<file path="src/rtl/alu_issue_stage.sv">
// ALU issue stage: decodes ALUOp/funct7/funct3, selects operand 2 and issues
// through a valid/ready output register backed by a 1-entry skid buffer.
// Optional: ALU_ISSUE_ILLEGAL_EN adds illegal_o and a saturating illegal_cnt_o.
module alu_issue_stage #(
    parameter int XLEN = 32,
    parameter int RD_W = 5
) (
    input  logic            clk_i,
    input  logic            rst_i,
    input  logic            flush_i,
    input  logic            in_valid_i,
    output logic            in_ready_o,
    input  logic [1:0]      alu_op_i,
    input  logic [6:0]      funct7_i,
    input  logic [2:0]      funct3_i,
    input  logic            alu_src_i,
    input  logic [XLEN-1:0] rs1_data_i,
    input  logic [XLEN-1:0] rs2_data_i,
    input  logic [XLEN-1:0] imm_i,
    input  logic [RD_W-1:0] rd_i,
    output logic            out_valid_o,
    input  logic            out_ready_i,
    output logic [XLEN-1:0] data1_o,
    output logic [XLEN-1:0] data2_o,
    output logic [2:0]      opcode_o,
    output logic [RD_W-1:0] rd_o
`ifdef ALU_ISSUE_ILLEGAL_EN
   ,output logic            illegal_o,
    output logic [15:0]     illegal_cnt_o
`endif
);

    localparam logic [2:0] OP_ADD = 3'b000;
    localparam logic [2:0] OP_SLL = 3'b001;
    localparam logic [2:0] OP_SUB = 3'b010;
    localparam logic [2:0] OP_MUL = 3'b011;
    localparam logic [2:0] OP_XOR = 3'b100;
    localparam logic [2:0] OP_SRA = 3'b101;
    localparam logic [2:0] OP_NOP = 3'b110;
    localparam logic [2:0] OP_AND = 3'b111;

    typedef struct packed {
        logic [2:0]      opcode;
        logic [XLEN-1:0] data1;
        logic [XLEN-1:0] data2;
        logic [RD_W-1:0] rd;
    } entry_t;

    localparam entry_t ENTRY_RST = '{opcode: OP_NOP, data1: '0, data2: '0, rd: '0};

    entry_t dec;
    entry_t out_d, out_q;
    entry_t skid_d, skid_q;
    logic   out_valid_d, out_valid_q;
    logic   skid_valid_d, skid_valid_q;
    logic   accept, out_load;
    logic [XLEN-1:0] op2;

    always_comb begin
        dec.opcode = OP_NOP;
        unique case (alu_op_i)
            2'b10: begin
                if (funct7_i == 7'b0000000) begin
                    case (funct3_i)
                        3'b000:  dec.opcode = OP_ADD;
                        3'b001:  dec.opcode = OP_SLL;
                        3'b100:  dec.opcode = OP_XOR;
                        3'b111:  dec.opcode = OP_AND;
                        default: dec.opcode = OP_NOP;
                    endcase
                end else if (funct7_i == 7'b0100000 && funct3_i == 3'b000) begin
                    dec.opcode = OP_SUB;
                end else if (funct7_i == 7'b0000001 && funct3_i == 3'b000) begin
                    dec.opcode = OP_MUL;
                end
            end
            2'b00: begin
                if (funct3_i == 3'b000)
                    dec.opcode = OP_ADD;
                else if (funct3_i == 3'b101 && funct7_i == 7'b0100000)
                    dec.opcode = OP_SRA;
            end
            2'b01:   dec.opcode = OP_ADD;
            default: dec.opcode = OP_SUB;
        endcase

        // Shift ops only see a 5-bit shamt; the upper bits would otherwise carry imm funct7.
        op2 = alu_src_i ? imm_i : rs2_data_i;
        if (dec.opcode == OP_SLL || dec.opcode == OP_SRA)
            op2 = {{(XLEN-5){1'b0}}, op2[4:0]};
        dec.data1 = rs1_data_i;
        dec.data2 = op2;
        dec.rd    = rd_i;
    end

    assign in_ready_o = ~rst_i & ~skid_valid_q;
    assign accept     = in_valid_i & in_ready_o;
    assign out_load   = ~out_valid_q | out_ready_i;

    always_comb begin
        out_d        = out_q;
        out_valid_d  = out_valid_q;
        skid_d       = skid_q;
        skid_valid_d = skid_valid_q;
        if (flush_i) begin
            out_valid_d  = 1'b0;
            skid_valid_d = 1'b0;
        end else if (out_load) begin
            if (skid_valid_q) begin
                out_d        = skid_q;
                out_valid_d  = 1'b1;
                skid_valid_d = accept;
                if (accept)
                    skid_d = dec;
            end else if (accept) begin
                out_d       = dec;
                out_valid_d = 1'b1;
            end else begin
                out_valid_d = 1'b0;
            end
        end else if (accept) begin
            skid_d       = dec;
            skid_valid_d = 1'b1;
        end
    end

    always_ff @(posedge clk_i) begin
        if (rst_i) begin
            out_q        <= ENTRY_RST;
            out_valid_q  <= 1'b0;
            skid_q       <= ENTRY_RST;
            skid_valid_q <= 1'b0;
        end else begin
            out_q        <= out_d;
            out_valid_q  <= out_valid_d;
            skid_q       <= skid_d;
            skid_valid_q <= skid_valid_d;
        end
    end

    assign out_valid_o = out_valid_q;
    assign data1_o     = out_q.data1;
    assign data2_o     = out_q.data2;
    assign opcode_o    = out_q.opcode;
    assign rd_o        = out_q.rd;

`ifdef ALU_ISSUE_ILLEGAL_EN
    logic        illegal_d, illegal_q;
    logic [15:0] illegal_cnt_d, illegal_cnt_q;

    always_comb begin
        illegal_d     = illegal_q;
        illegal_cnt_d = illegal_cnt_q;
        if (out_valid_d && (out_d.opcode != out_q.opcode || out_d != out_q || !out_valid_q || out_load))
            illegal_d = (out_d.opcode == OP_NOP);
        // Flush does not clear the count; a transfer in the flush cycle still counts.
        if (out_valid_q && out_ready_i && illegal_q && illegal_cnt_q != 16'hFFFF)
            illegal_cnt_d = illegal_cnt_q + 16'd1;
    end

    always_ff @(posedge clk_i) begin
        if (rst_i) begin
            illegal_q     <= 1'b0;
            illegal_cnt_q <= '0;
        end else begin
            illegal_q     <= illegal_d;
            illegal_cnt_q <= illegal_cnt_d;
        end
    end

    assign illegal_o     = illegal_q;
    assign illegal_cnt_o = illegal_cnt_q;
`endif

endmodule

</file>
<file path="config.mk">
export PLATFORM = sky130hd
export DESIGN_NAME = alu_issue_stage
export DESIGN_NICKNAME = d
export VERILOG_FILES = /design/src/rtl/alu_issue_stage.sv
export SDC_FILE = /design/constraint.sdc
export NUM_CORES = 1
export LEC_CHECK = 0
export CAP_MARGIN = 10
export CORE_MARGIN = 2
export CORE_UTILIZATION = 42
export DETAILED_ROUTE_END_ITERATION = 7
export GPL_TIMING_DRIVEN = 0
export PLACE_DENSITY = 0.8
export SYNTH_ARGS = -nofsm -noshare
export SYNTH_HDL_FRONTEND = slang
export SYNTH_SLANG_ARGS = --single-unit
</file>
<file path="constraint.sdc">
create_clock -name clk_i -period 1.68 [get_ports clk_i]
set_input_delay 0.252 -clock clk_i [delete_from_list [all_inputs] [get_ports clk_i]]
set_output_delay 0.252 -clock clk_i [all_outputs]
set_load 0.01 [all_outputs]
</file>
==> out/summary.txt <==
Switching share of total power = 0.2337
Clock latency of the later-clocked register in the worst-skew pair = 0.43 ns
Worst setup margin = 0.02576 ns
Largest net degree at the start of global routing = 17
Worst relative slew slack = 0.4957
Worst IR Drop VDD = 0.6346 mV
Largest fanout on the critical path = 8
Fraction of power consumed by sequential logic = 0.428
Core area = 14370 um^2
Number of top-level pins = 193
Combinational family with the most area after synthesis = multiplexers
Result of the run = completed
Period Utilization, post-route = 0.9847
Data arrival time of the critical path = 1.97 ns
Final Max Tran Viols = 0
Post-Place Setup Slack = -0.8174 ns
Cell Area, Placed = 8273 um^2
Share of the synthesized area in the top cell type = 0.4775
Post-synthesis net count = 823
Post-layout nets = 1049
Average footprint of a synthesized cell = 8.694 um^2
Clock-pin slew on the worst setup and hold paths = 0.05 ns
Internal power consumption = 6462 uW
Count of final setup violators = 0
Leakage power figure = 0.003324 uW
Min-Delay Path Class = in2reg
Type of destination of the critical path = register
Async set or reset register ratio after synthesis = 0
Depth of the worst register-to-register path = 8
Antenna violations before repair = 2
Number of port buffers = 191
Maximum clock insertion buffer count = 2
Share of the yosys chip area belonging to registers = 0.4775
GRT overflow = 0
Top_reg_cell synth = sky130_fd_sc_hd__dfxtp_1
# Max-Cap Violations = 0
Root buffer cell = sky130_fd_sc_hd__clkbuf_16
FP Rows = 44
Worst Hold Path Cells = 3
Element type at the critical path start = register
Class of the most critical setup path = reg2reg
Number of DRC violations after detailed-routing iteration 0 = 410
Area Overhead vs Synth = 52.00%
Final Critical Period = 1.654 ns
Most frequent cells after synthesis = 146 x sky130_fd_sc_hd__dfxtp_1, 138 x sky130_fd_sc_hd__nand2_1, 101 x sky130_fd_sc_hd__mux2i_1, 82 x sky130_fd_sc_hd__nor2_1, 60 x sky130_fd_sc_hd__o21ai_0
Vias = 5869
Flip-flop and latch count after synthesis = 146
Mux share of post-synthesis cell area = 0.1652
Post-route design area = 9304 um^2
Switching power = 1971 uW
Biggest area consumer among synthesized cells = sky130_fd_sc_hd__dfxtp_1
Synth Area in Simple Gates = 0.1580
TritonCTS clock tree = done
Max Clock Freq = 604.5 MHz
Clock network power share = 0.447
Yosys Warn Count = 0
Final routed DRC violation total = 0
Top post-synthesis cells by area = sky130_fd_sc_hd__dfxtp_1 48%, sky130_fd_sc_hd__mux2i_1 17%, sky130_fd_sc_hd__nand2_1 8.5%, sky130_fd_sc_hd__a211oi_1 5.5%, sky130_fd_sc_hd__nor2_1 5.0%
Number of sinks handled by clock tree synthesis = 146
Router iterations before antenna repair = 4
Hold Violations, Final = 0
Skew final = 0.01009 ns
Tightest Pin Transition = 0.7564 ns
Post-route antenna net violation count = 0
Detailed-route wire length per cell = 16.19 um
Data required time at the worst endpoint = 2.00 ns
Die Span Y = 124.7 um
Unrepaired setup endpoints after global routing = yes
Share of cells above drive strength 1 = 0.1241
EDFF count, synth = 0
Xor-xnor portion of the synthesized cell area = 0
Total Die Area = 15560 um^2
Die width = 124.7 um
Count of H-tree levels built during CTS = 4
Distinct cell type count after synthesis = 38
Wirelength, routed = 18.28 mm
HPWL reported at the end of detailed placement = 12.56 mm
Most frequently used cell type in the post-synthesis netlist = sky130_fd_sc_hd__dfxtp_1
Global-route wire length before repair = 29.02 mm
Total standard cell area after synthesis = 6121 um^2
Total track usage = 0.2332
Via-per-instance ratio = 5.198
Synthesized instance count = 704
Final weighted congestion in routability-driven placement = 0.7829
Number of global-route vias before repair = 5772
Fraction of the mapped netlist area in compound gates = 0.1592
Combinational fraction of design power = 0.125
Total CTS buffers = 17
Fraction of the mapped netlist area in adder cells = 0
Cell area power density = 906.3 nW/um^2
Starting density of the core = 0.4260
[worst max-delay path, stage by stage (launching register included)]
cell and delay [ns]:
sky130_fd_sc_hd__dfxtp_4 0.41, sky130_fd_sc_hd__inv_4 0.05, sky130_fd_sc_hd__a211oi_4 0.31, sky130_fd_sc_hd__nand2_2 0.13, sky130_fd_sc_hd__o31ai_4 0.22, sky130_fd_sc_hd__buf_12 0.17, sky130_fd_sc_hd__buf_6 0.10, sky130_fd_sc_hd__buf_8 0.10
sky130_fd_sc_hd__nor2_1 0.05
[through the flow]
stage                     instances  TNS, ns  power, uW  utilization  hold WS [ns]
after floorplan                 704        0       4081            -        0.3248
after global placement         1079   -93.41       4644       0.5758        0.4346
after detailed placement       1079   -95.38       4660       0.5758        0.4417
after CTS                      1126        0       8423       0.6385        0.3836
after global routing           1129  -0.2640       8697       0.6475        0.3054
final                          1129        0       8432       0.6475        0.2775
[layout by cell type (no fill, tap or decap), types with 3 or more instances in the layout]
master / Yosys / routed
sky130_fd_sc_hd__clkdlybuf4s50_1: 0 / 178
sky130_fd_sc_hd__dfxtp_1: 146 / 145
sky130_fd_sc_hd__nand2_1: 138 / 137
sky130_fd_sc_hd__mux2i_1: 101 / 100
sky130_fd_sc_hd__nor2_1: 82 / 80
sky130_fd_sc_hd__o21ai_0: 60 / 59
sky130_fd_sc_hd__a21oi_1: 41 / 41
sky130_fd_sc_hd__a211oi_1: 45 / 37
sky130_fd_sc_hd__clkbuf_16: 0 / 17
sky130_fd_sc_hd__clkbuf_2: 2 / 16
sky130_fd_sc_hd__buf_4: 0 / 15
sky130_fd_sc_hd__clkbuf_1: 32 / 13
sky130_fd_sc_hd__clkbuf_8: 0 / 11
sky130_fd_sc_hd__a211oi_2: 0 / 7
sky130_fd_sc_hd__buf_6: 2 / 7
sky130_fd_sc_hd__buf_2: 14 / 6
sky130_fd_sc_hd__buf_12: 0 / 5
sky130_fd_sc_hd__dlygate4sd2_1: 0 / 5
sky130_fd_sc_hd__nand2b_1: 5 / 3
sky130_fd_sc_hd__clkbuf_4: 0 / 3
sky130_fd_sc_hd__clkinvlp_4: 0 / 3
sky130_fd_sc_hd__dlymetal6s2s_1: 0 / 3
[state kept, by name, summed over array words and instances (netlist names)]
| register | flops |
|---|---|
| skid_valid_q | 1 |
| data2_o | 32 |
| data1_o | 32 |
| opcode_o | 3 |
| out_valid_o | 1 |
| skid_q | 72 |
| rd_o | 5 |
[cells by family (layout without fill, tap and decap cells)]
kind of cell	after synthesis	after routing
and+or+nand+nor	241	241
AOI/OAI and AO/OA	160	160
DFF	146	146
muxes	101	101
buffers and inverters	56	295
other	0	2
[power groups by stage]
| stage | logic, uW | clock network (uW) | registers (uW) |
|---|---|---|---|
| floorplan | 366 | 0 | 3710 |
| global placement | 964 | 0 | 3680 |
| detailed placement | 978 | 0 | 3680 |
| CTS | 1030 | 3790 | 3610 |
| global route | 1140 | 3940 | 3620 |
| finish | 1060 | 3770 | 3610 |
[layout make-up]
cell class / count / area (um^2)
Tap cell: 184 / 230.2
Fill cell: 1158 / 5065
Antenna cell: 2 / 5.005
Clock inverter: 7 / 71.32
Clock buffer: 25 / 525.5
Multi-Input combinational cell: 502 / 3063
Timing Repair Buffer: 210 / 2093
Inverter: 2 / 10.01
Sequential cell: 146 / 2927
Buffer: 51 / 379.1
[metal layers]
| layer | up-vias | GRT usage | wire length [um] | share of wire |
|---|---|---|---|---|
| li1 | 2884 | - | - | - |
| met1 | 2787 | 0.2826 | 7972 | 0.44 |
| met2 | 157 | 0.3886 | 8912 | 0.49 |
| met3 | 41 | 0.06486 | 887 | 0.049 |
| met4 | 0 | 0.09848 | 512 | 0.028 |
| met5 | - | 0 | 0 | 0 |
[path summary, 6_finish.rpt]
kind / from / end / slack (ns)
worst max-delay path: skid_valid_q$_SDFFE_PP0P_ / data2_o[10]$_SDFFE_PP0P_ / 0.03
worst min-delay path: in_valid_i / skid_valid_q$_SDFFE_PP0P_ / 0.28
worst max register to register: skid_valid_q$_SDFFE_PP0P_ / data2_o[10]$_SDFFE_PP0P_ / 0.03
worst min register to register: skid_q[13]$_SDFFE_PP0P_ / skid_q[13]$_SDFFE_PP0P_ / 0.44
[what timing repair did]
| item | in CTS | in global routing |
|---|---|---|
| hold buffers | 0 | 0 |
| gates cloned | 1 | 0 |
| pin swaps | 11 | 10 |
| setup endpoints to repair | 145 | 124 |
| resized for setup | 64 | 52 |
| buffers inserted | 16 | 2 |
Power figures use the tool's default switching activity.
